## config.mk

```make
export PLATFORM = sky130hd
export DESIGN_NAME = hazard3_dbg_reset_ctrl
export DESIGN_NICKNAME = d
export VERILOG_FILES = /design/src/rtl/hazard3_dbg_reset_ctrl_pkg.sv /design/src/rtl/hazard3_reset_seq.sv /design/src/rtl/hazard3_dbg_reset_ctrl.sv
export SDC_FILE = /design/constraint.sdc
export NUM_CORES = 1
export LEC_CHECK = 0
export BUFFER_PORTS_ARGS = -buffer_cell sky130_fd_sc_hd__buf_2
export CORE_MARGIN = 4
export CORE_UTILIZATION = 50
export DETAILED_ROUTE_END_ITERATION = 8
export GPL_TIMING_DRIVEN = 0
export PLACE_DENSITY = 0.68
export SYNTH_ARGS = -nofsm -noshare
export SYNTH_HDL_FRONTEND = slang
export SYNTH_HIERARCHICAL = 1
export SYNTH_SLANG_ARGS = --single-unit
```

## constraint.sdc

```tcl
create_clock -name clk -period 2.1 [get_ports clk]
set_input_delay 0.42 -clock clk [delete_from_list [all_inputs] [get_ports clk]]
set_output_delay 0.42 -clock clk [all_outputs]
set_load 0.1 [all_outputs]
```

## src/rtl/hazard3_dbg_reset_ctrl_pkg.sv

```systemverilog
// Shared definitions for the debug reset sequencer.
// Contents:
//   rst_state_e : channel FSM states. The encoding is fixed (0/1/2) so that
//                 waveforms and any external decode stay stable.
//   cnt_width() : width of a counter that must hold the value 0..cycles.
package hazard3_dbg_reset_ctrl_pkg;

  typedef enum logic [1:0] {
    ST_ASSERT   = 2'd0,
    ST_WAIT_ACK = 2'd1,
    ST_RUN      = 2'd2
  } rst_state_e;

  function automatic int cnt_width(input int cycles);
    return (cycles < 1) ? 1 : $clog2(cycles + 1);
  endfunction

endpackage

```

## src/rtl/hazard3_reset_seq.sv

```systemverilog
// One reset channel: ack synchroniser, minimum-width counter and the
// ASSERT -> WAIT_ACK -> RUN sequencer with registered outputs.
// Ports:
//   clk, rst_n : clock and asynchronous active-low reset
//   req_i      : level reset request (any cycle high restarts the pulse)
//   ack_i      : asynchronous downstream release indication (high = released)
//   rst_n_o    : registered active-low reset to downstream logic
//   done_o     : registered "sequence complete"
module hazard3_reset_seq
  import hazard3_dbg_reset_ctrl_pkg::*;
#(
  parameter int ASSERT_CYCLES = 8,
  parameter int SYNC_STAGES   = 2
) (
  input  logic clk,
  input  logic rst_n,
  input  logic req_i,
  input  logic ack_i,
  output logic rst_n_o,
  output logic done_o
);

  localparam int                CNT_W   = cnt_width(ASSERT_CYCLES);
  localparam logic [CNT_W-1:0]  CNT_MAX = CNT_W'(ASSERT_CYCLES);

  logic [SYNC_STAGES-1:0] sync_q;
  logic                   ack_s;
  rst_state_e             state_q, state_d;
  logic [CNT_W-1:0]       count_q, count_d;
  logic                   out_q, out_d;
  logic                   done_q, done_d;

  // Plain flop chain bringing the asynchronous ack into clk. It clears to 0
  // so that a reset of this block never looks like a downstream release.
  always_ff @(posedge clk or negedge rst_n) begin
    if (!rst_n) begin
      sync_q <= '0;
    end else begin
      sync_q <= {sync_q[SYNC_STAGES-2:0], ack_i};
    end
  end

  assign ack_s = sync_q[SYNC_STAGES-1];

  // State, counter and the two output flops. The outputs are registered
  // copies of the decoded next state so they change only on clock edges.
  always_ff @(posedge clk or negedge rst_n) begin
    if (!rst_n) begin
      state_q <= ST_ASSERT;
      count_q <= '0;
      out_q   <= 1'b0;
      done_q  <= 1'b0;
    end else begin
      state_q <= state_d;
      count_q <= count_d;
      out_q   <= out_d;
      done_q  <= done_d;
    end
  end

  // Next-state logic. Leaving ASSERT needs the full count, no request and a
  // low synchronised ack: the ack must be seen low so we know the downstream
  // reset really took effect, and a stuck-high ack deliberately holds us in
  // ASSERT. A request in any other state restarts the pulse from count 0.
  always_comb begin
    state_d = state_q;
    count_d = count_q;
    case (state_q)
      ST_ASSERT: begin
        if (count_q != CNT_MAX) begin
          count_d = count_q + CNT_W'(1);
        end
        if ((count_q == CNT_MAX) && !req_i && !ack_s) begin
          state_d = ST_WAIT_ACK;
        end
      end
      ST_WAIT_ACK: begin
        if (req_i) begin
          state_d = ST_ASSERT;
          count_d = '0;
        end else if (ack_s) begin
          state_d = ST_RUN;
        end
      end
      ST_RUN: begin
        if (req_i) begin
          state_d = ST_ASSERT;
          count_d = '0;
        end
      end
      default: begin
        state_d = ST_ASSERT;
        count_d = '0;
      end
    endcase
    out_d  = (state_d != ST_ASSERT);
    done_d = (state_d == ST_RUN);
  end

  assign rst_n_o = out_q;
  assign done_o  = done_q;

endmodule

```

## src/rtl/hazard3_dbg_reset_ctrl.sv

```systemverilog
// Debug reset sequencer between the Debug Module reset requests and the
// system / per-hart reset synchronisers.
// Ports:
//   clk, rst_n          : clock and asynchronous active-low reset
//   sys_reset_req       : DM system reset request (level)
//   sys_reset_done      : system and all harts have completed their sequence
//   hart_reset_req      : DM per-hart reset requests (level)
//   hart_reset_done     : per-hart sequence complete
//   rst_n_sys_out       : registered active-low reset to non-hart logic
//   sys_rst_ack         : downstream system reset released (asynchronous)
//   rst_n_hart_out      : registered active-low reset to each hart
//   hart_rst_ack        : each hart's synchronised rst_n (asynchronous)
module hazard3_dbg_reset_ctrl
  import hazard3_dbg_reset_ctrl_pkg::*;
#(
  parameter int N_HARTS       = 1,
  parameter int ASSERT_CYCLES = 8,
  parameter int SYNC_STAGES   = 2
) (
  input  logic               clk,
  input  logic               rst_n,
  input  logic               sys_reset_req,
  output logic               sys_reset_done,
  input  logic [N_HARTS-1:0] hart_reset_req,
  output logic [N_HARTS-1:0] hart_reset_done,
  output logic               rst_n_sys_out,
  input  logic               sys_rst_ack,
  output logic [N_HARTS-1:0] rst_n_hart_out,
  input  logic [N_HARTS-1:0] hart_rst_ack
);

  logic sys_done;
  logic sys_in_assert;
  logic sys_reset_done_q, sys_reset_done_d;

  hazard3_reset_seq #(
    .ASSERT_CYCLES (ASSERT_CYCLES),
    .SYNC_STAGES   (SYNC_STAGES)
  ) u_sys_seq (
    .clk     (clk),
    .rst_n   (rst_n),
    .req_i   (sys_reset_req),
    .ack_i   (sys_rst_ack),
    .rst_n_o (rst_n_sys_out),
    .done_o  (sys_done)
  );

  // The system channel output is a flop that is low exactly while that
  // channel sits in ASSERT, so its inverse is a registered "in ASSERT" flag.
  // Feeding it into every hart request makes the harts follow a system reset
  // one cycle later and hold until the system channel lets go.
  assign sys_in_assert = ~rst_n_sys_out;

  for (genvar i = 0; i < N_HARTS; i++) begin : g_hart
    hazard3_reset_seq #(
      .ASSERT_CYCLES (ASSERT_CYCLES),
      .SYNC_STAGES   (SYNC_STAGES)
    ) u_hart_seq (
      .clk     (clk),
      .rst_n   (rst_n),
      .req_i   (hart_reset_req[i] | sys_in_assert),
      .ack_i   (hart_rst_ack[i]),
      .rst_n_o (rst_n_hart_out[i]),
      .done_o  (hart_reset_done[i])
    );
  end

  // System done waits for every hart as well; registering it keeps the
  // output glitch-free at the cost of one cycle of latency.
  assign sys_reset_done_d = sys_done & (&hart_reset_done);

  always_ff @(posedge clk or negedge rst_n) begin
    if (!rst_n) begin
      sys_reset_done_q <= 1'b0;
    end else begin
      sys_reset_done_q <= sys_reset_done_d;
    end
  end

  assign sys_reset_done = sys_reset_done_q;

endmodule

```

# Yosys cells after proc, flatten, opt, wreduce, memory -nomap -nowiden
# Index checks and enable logic that the tools add are counted.
[op_classes]
n_mux = 16
reduce_logical = 16
bitwise_logic = 3
add_sub_neg = 2
eq_ne = 14
[ops]
columns = ["cell", "count"]
rows = [
  ["2-bit 2-to-1 mux", 8],
  ["4-bit 2-to-1 mux", 4],
  ["4-bit one-hot mux with 2 select lines", 2],
  ["2-bit one-hot mux with 3 select lines", 2],
  ["4-bit by 1-bit adder with 4-bit output (second input constant)", 2],
  ["2-bit == test (second input constant)", 4],
  ["4-bit == test (second input constant)", 2],
  ["2-bit by 1-bit != test with 1-bit output (second input constant)", 4],
  ["4-bit != test (second input constant)", 2],
  ["2-bit by 1-bit == test with 1-bit output (second input constant)", 2],
  ["1-bit logical AND", 4],
  ["1-bit logical NOT", 4],
  ["2-bit logical NOT", 2],
  ["2-bit AND reduction", 2],
  ["2-bit nonzero test", 2],
  ["2-bit OR reduction", 2],
  ["1-bit bitwise AND", 1],
  ["1-bit inverter", 1],
  ["1-bit OR", 1],
]
[word_totals]
word_cells = 62
input_bits = 6
regBits = 21

# Logic depth before layout (Yosys ltp)
[depth]
ltp_word = 8
ltp_mapped = 6
depth_no_buf = 5

# By module
# Netlist, hierarchy kept.
[by_module_without_submodules]
columns = ["module", "instances", "area_per_inst_um2", "cells_each"]
rows = [
  ["hazard3_reset_seq", 2, 609.3, 60],
  ["hazard3_dbg_reset_ctrl", 1, 37.5, 3],
]

# Least setup slack after synthesis
# No wires, ideal clock.
[synth_path]
path_kind = "flip-flop to flip-flop"
startpoint = "reg u_sys_seq.out_q, in the netlist u_sys_seq/rst_n_o"
endpoint = "reg g_hart[0].u_hart_seq.done_q"
slack_ns = 0.257
period_less_slack_ns = 1.843
n_path_buf = 0
t_arrival_ns = 1.748
path_stages_with_launch = 5
path_cell_list = "dfrtp_1 -> nand2b_1 -> and3b_1 -> o21ai_2 -> o32ai_2"
[synth_between]
elab_chain_cells = 8
word_cells_on_any_way = 10
classes_between = "1 x eq/ne; 4 x mux; 2 x bitwise; 3 x reduce/logical"
[synth_lines]
columns = ["element", "line_no", "text"]
rows = [
  ["start, declared", "hazard3_reset_seq.sv:30", "logic out_q, out_d;"],
  ["start signal, assigned", "hazard3_reset_seq.sv:56", "out_q <= out_d;"],
  ["1-bit inverter *", "hazard3_dbg_reset_ctrl.sv:52", "assign sys_in_assert = ~rst_n_sys_out;"],
  ["1-bit OR *", "hazard3_dbg_reset_ctrl.sv:61", ".req_i (hart_reset_req[i] | sys_in_assert),"],
  ["1-bit logical NOT", "hazard3_reset_seq.sv:73", "if ((count_q == CNT_MAX) && !req_i && !ack_s) begin"],
  ["1-bit logical AND (2 in a row)", "hazard3_reset_seq.sv:73", ""],
  ["2-bit 2-to-1 mux", "hazard3_reset_seq.sv:73", ""],
  ["2-bit one-hot mux with 3 select lines *", "hazard3_reset_seq.sv:68", "case (state_q)"],
  ["2-bit == test *", "hazard3_reset_seq.sv:97", "done_d = (state_d == ST_RUN);"],
  ["via g_hart[0].u_hart_seq.done_d", "hazard3_reset_seq.sv:31", "logic done_q, done_d;"],
  ["end signal, assigned", "hazard3_reset_seq.sv:57", "done_q <= done_d;"],
  ["end, declared", "hazard3_reset_seq.sv:31", ""],
]
# The timed path passes the listed nets; every way through them passes the cells marked *.
# A chain may end at the register's enable or synchronous reset.

# Final worst setup path
[layout_path]
startpoint = "reg u_sys_seq.state_q[0]"
endpoint = "reg u_sys_seq.done_q, in the netlist u_sys_seq/done_o"
[layout_between]
elab_chain_cells = 4
word_cells_on_any_way = 9
classes_between = "3 x eq/ne; 5 x mux; 1 x reduce/logical"
[layout_lines]
columns = ["element", "line_no", "text"]
rows = [
  ["start, declared", "hazard3_reset_seq.sv:28", "rst_state_e state_q, state_d;"],
  ["start signal, assigned", "hazard3_reset_seq.sv:54", "state_q <= state_d;"],
  ["2-bit 2-to-1 mux", "hazard3_reset_seq.sv:81", "end else if (ack_s) begin"],
  ["2-bit 2-to-1 mux", "hazard3_reset_seq.sv:78", "if (req_i) begin"],
  ["2-bit one-hot mux with 3 select lines *", "hazard3_reset_seq.sv:68", ""],
  ["2-bit == test *", "hazard3_reset_seq.sv:97", ""],
  ["via u_sys_seq.done_d", "hazard3_reset_seq.sv:31", ""],
  ["end signal, assigned", "hazard3_reset_seq.sv:57", ""],
  ["end, declared", "hazard3_reset_seq.sv:31", ""],
]
# Marked as above.

==> summary.md <==
| Metric | Value |
|---|---|
| Area share of the largest cell type after synthesis | `0.4183` |
| Pwr Density | `1304 nW/µm²` |
| Synth-to-Final Area Change | `8.466%` |
| Bufs and invs on worst path | `1` |
| Synth Instances | `123` |
| Critical path peak fanout | `6` |
| Die footprint | `3379 µm²` |
| Inst Count DP | `160` |
| Cell taking the most area after synthesis | `dfrtp_1` |
| Worst-path clk slew | `0.12 ns` |
| I/O pin count | `10` |
| DR DRC count | `0` |
| HPWL Detailed | `1725 µm` |
| Clock root cell | `clkbuf_4` |
| Main combinational cell family by area after synthesis | `compound AO/OA/AOI/OAI gates` |
| Total clock sinks | `21` |
| Clk_lat worst skew | `0.30 ns` |
| Die W | `58.13 µm` |
| Count leader, synth | `dfrtp_1` |
| Worst-Margin Slew | `0.4860 ns` |
| Gr ovfl total | `0` |
| Power share of the clock group | `0.108` |
| Post-DP Area | `1336 µm²` |
| Htree depth | `1` |
| DIE HEIGHT | `58.13 µm` |
| Slew Limit Fails | `0` |
| Largest net degree at the start of global routing | `22` |
| Mapped cell area | `1256 µm²` |
| Maxcap violations | `0` |
| Syn Nets | `141` |
| CP Launch Type | `flip-flop` |
| Synth area leaders | `dfrtp_1, ha_1, o32ai_2, nor2b_1, inv_1` |
| CTS buffer count | `3` |
| Seq pwr share | `0.358` |
| # hold bufs at CTS | `0` |
| Sw Share | `0.4483` |
| Post-synth EDFFs | `0` |
| Vias per cell | `5.768` |
| Gr usage total | `0.1462` |
| Initial Util | `0.5468` |
| Worst min path class | `in2async` |
| CP max-delay cell | `dfrtp_1` |
| Iter 0 DRT Violations | `21` |
| Register area share after synthesis | `0.4183` |
| Via count | `946` |
| Ys flop type | `dfrtp_1` |
| Pint | `980.4 µW` |
| Post-synthesis xor/xnor area fraction | `0` |
| Outcome | `finished, final reports clean` |
| DRT Pass-1 Iters | `4` |
| Cell area after layout | `1363 µm²` |
| Tot Pwr | `1.777 mW` |
| Layout cells sized above 1 | `0.1765` |
| Critical path data required time | `2.32 ns` |
| Syn Area/Cell | `10.21 µm²` |
| Delay of the slowest cell on the worst path | `0.46 ns` |
| Vias in the first global route | `908` |
| Routability cong. | `0.8118` |
| Count of cell types in the netlist | `27` |
| Synth Area in Compound Gates | `0.2251` |
| Leading cell types by count after synthesis | `dfrtp_1, ha_1, inv_1` |
| Async S/R FF share, synth | `1.000` |
| Placeable core area | `2297 µm²` |
| First-pass GRT wire length | `3864 µm` |
| Site Rows | `17` |
| Critical path's top delay family | `flip-flops` |
| Worst vdd ir | `0.7144 mV` |
| Crit-path cells | `inv_1 -> ha_1 -> or2_1 -> o22a_1 -> o32ai_2` |
| Setup bufs post-CTS | `0` |
| Nets | `155` |
| Period utilisation layout | `0.7349` |
| Seq cells post-synth | `21` |
| Final Instance Count excl. Fillers | `164` |
| CTS tree | `built` |
| Routed Wire Length | `2249 µm` |
| Post-route minimum period | `1.543 ns` |
| Final setup violation count | `0` |
| TNS Setup | `0 ns` |
| YS warnings | `6` |
| Worst R2R Setup Slack | `0.56 ns` |
| Post-cts sizing count | `0` |
| DRT antenna net count | `0` |
| RSZ-0062 raised after global routing | `false` |
| Combinational share of power | `0.535` |
| Area share of fa/ha/maj cells after synthesis | `0.1195` |
| Fmax | `648.0 MHz` |
| LEAKAGE | `0.6358 nW` |
| Simple-gate share of the synthesized area | `0.1932` |
| Initial antenna violation count | `0` |
| Worst hold slack | `0.04109 ns` |
| Critical path capture point type | `flip-flop` |
| Final hold vios | `0` |
| WL/cell | `13.71 µm` |
| Worst EP arrival | `1.77 ns` |
| Max-slew headroom | `0.6782` |
| Setup Crit Path Kind | `reg2reg` |
| Antenna Cells | `0` |
| Clock Skew | `0.01360 ns` |
| PortBufs | `9` |
| Switch Pwr | `796.5 µW` |
| Clk buf depth | `2` |
| Post-synthesis mux area share | `0` |
-- area by class of cell --
type | instances | area (µm²)
Timing Repair Buffer | 9 | 45.04
Sequential cell | 21 | 525.5
Multi-Input combinational cell | 88 | 675.6
Buffer | 2 | 10.01
Fill cell | 198 | 934.6
Inverter | 12 | 45.04
Clock buffer | 4 | 26.28
Tap cell | 28 | 35.03
-- per-layer routing --
metal / routed length (µm) / track usage
met1: 1071 / 0.1942
met2: 1057 / 0.2306
met3: 112 / 0.05122
met4: 7 / 0.02980
met5: 0 / 0
-- cells in the final DEF (no fill, tap or decap) --
master    netlist  routed
a211oi_2        2       2
a21o_1          2       2
a21oi_1         6       6
and2_1          1       1
and3b_1         4       4
buf_2           2      11
clkbuf_1        0       1
clkbuf_4        0       3
dfrtp_1        21      21
ha_1           12      12
inv_1          12      12
nand2_1         4       4
nand2b_1        3       3
nand3_1         4       4
nand3b_1        2       2
nand4_1         6       6
nor2_1          6       6
nor2b_1         8       8
nor3_1          2       2
o211ai_1        2       2
o21a_1          2       2
o21ai_1         4       4
o21ai_2         2       2
o21ba_2         2       2
o221ai_1        2       2
o22a_1          2       2
o22ai_1         4       4
o32ai_2         4       4
or2_1           2       2
-- state kept, by name, summed over array words and instances (netlist names) --
register and cells:
g_hart.u_hart_seq/sync_q 2, g_hart.u_hart_seq/done_o 1, g_hart.u_hart_seq/count_q 4, u_sys_seq/rst_n_o 1, g_hart.u_hart_seq/state_q 2, g_hart.u_hart_seq/rst_n_o 1, u_sys_seq/sync_q 2, u_sys_seq/state_q 2
u_sys_seq/done_o 1, u_sys_seq/count_q 4, sys_reset_done 1
-- power by group through the flow --
stage	registers, mW	logic [mW]	clock network (mW)
2_1_floorplan	0.724	0.674	0
3_3_place_gp	0.638	0.907	0
3_5_place_dp	0.640	0.948	0
4_1_cts	0.633	0.951	0.199
5_1_grt	0.652	1.07	0.215
6_report	0.636	0.950	0.191
-- metrics by stage --
| step | utilization | setup slack [ns] |
|---|---|---|
| CTS | 0.5931 | 0.5573 |
| detailed placement | 0.5817 | 0.5819 |
| global route | 0.5931 | 0.4590 |
| finish | 0.5931 | 0.5567 |
| global placement | 0.5817 | 0.6010 |
| floorplan | - | 0.2569 |
-- kinds of logic after synthesis --
kind of cell | after synthesis
AND/OR/NAND/NOR | 42
adder cells (fa/ha/maj) | 12
flip-flops | 21
buffers and inverters | 14
AO/OA/AOI/OAI | 34
-- final timing paths --
path	end	startpoint	depth (start not counted)
max in group asynchronous	g_hart[0].u_hart_seq/count_q[1]	rst_n	1
min in group clk	g_hart[0].u_hart_seq/sync_q[0]	hart_rst_ack	1
min reg2reg	u_sys_seq/sync_q[1]	u_sys_seq/sync_q[0]	0
min	u_sys_seq/state_q[0]	rst_n	1
max	u_sys_seq/done_o	u_sys_seq/state_q[0]	5
max reg2reg	u_sys_seq/done_o	u_sys_seq/state_q[0]	5
(Power assumes the default switching activity.)
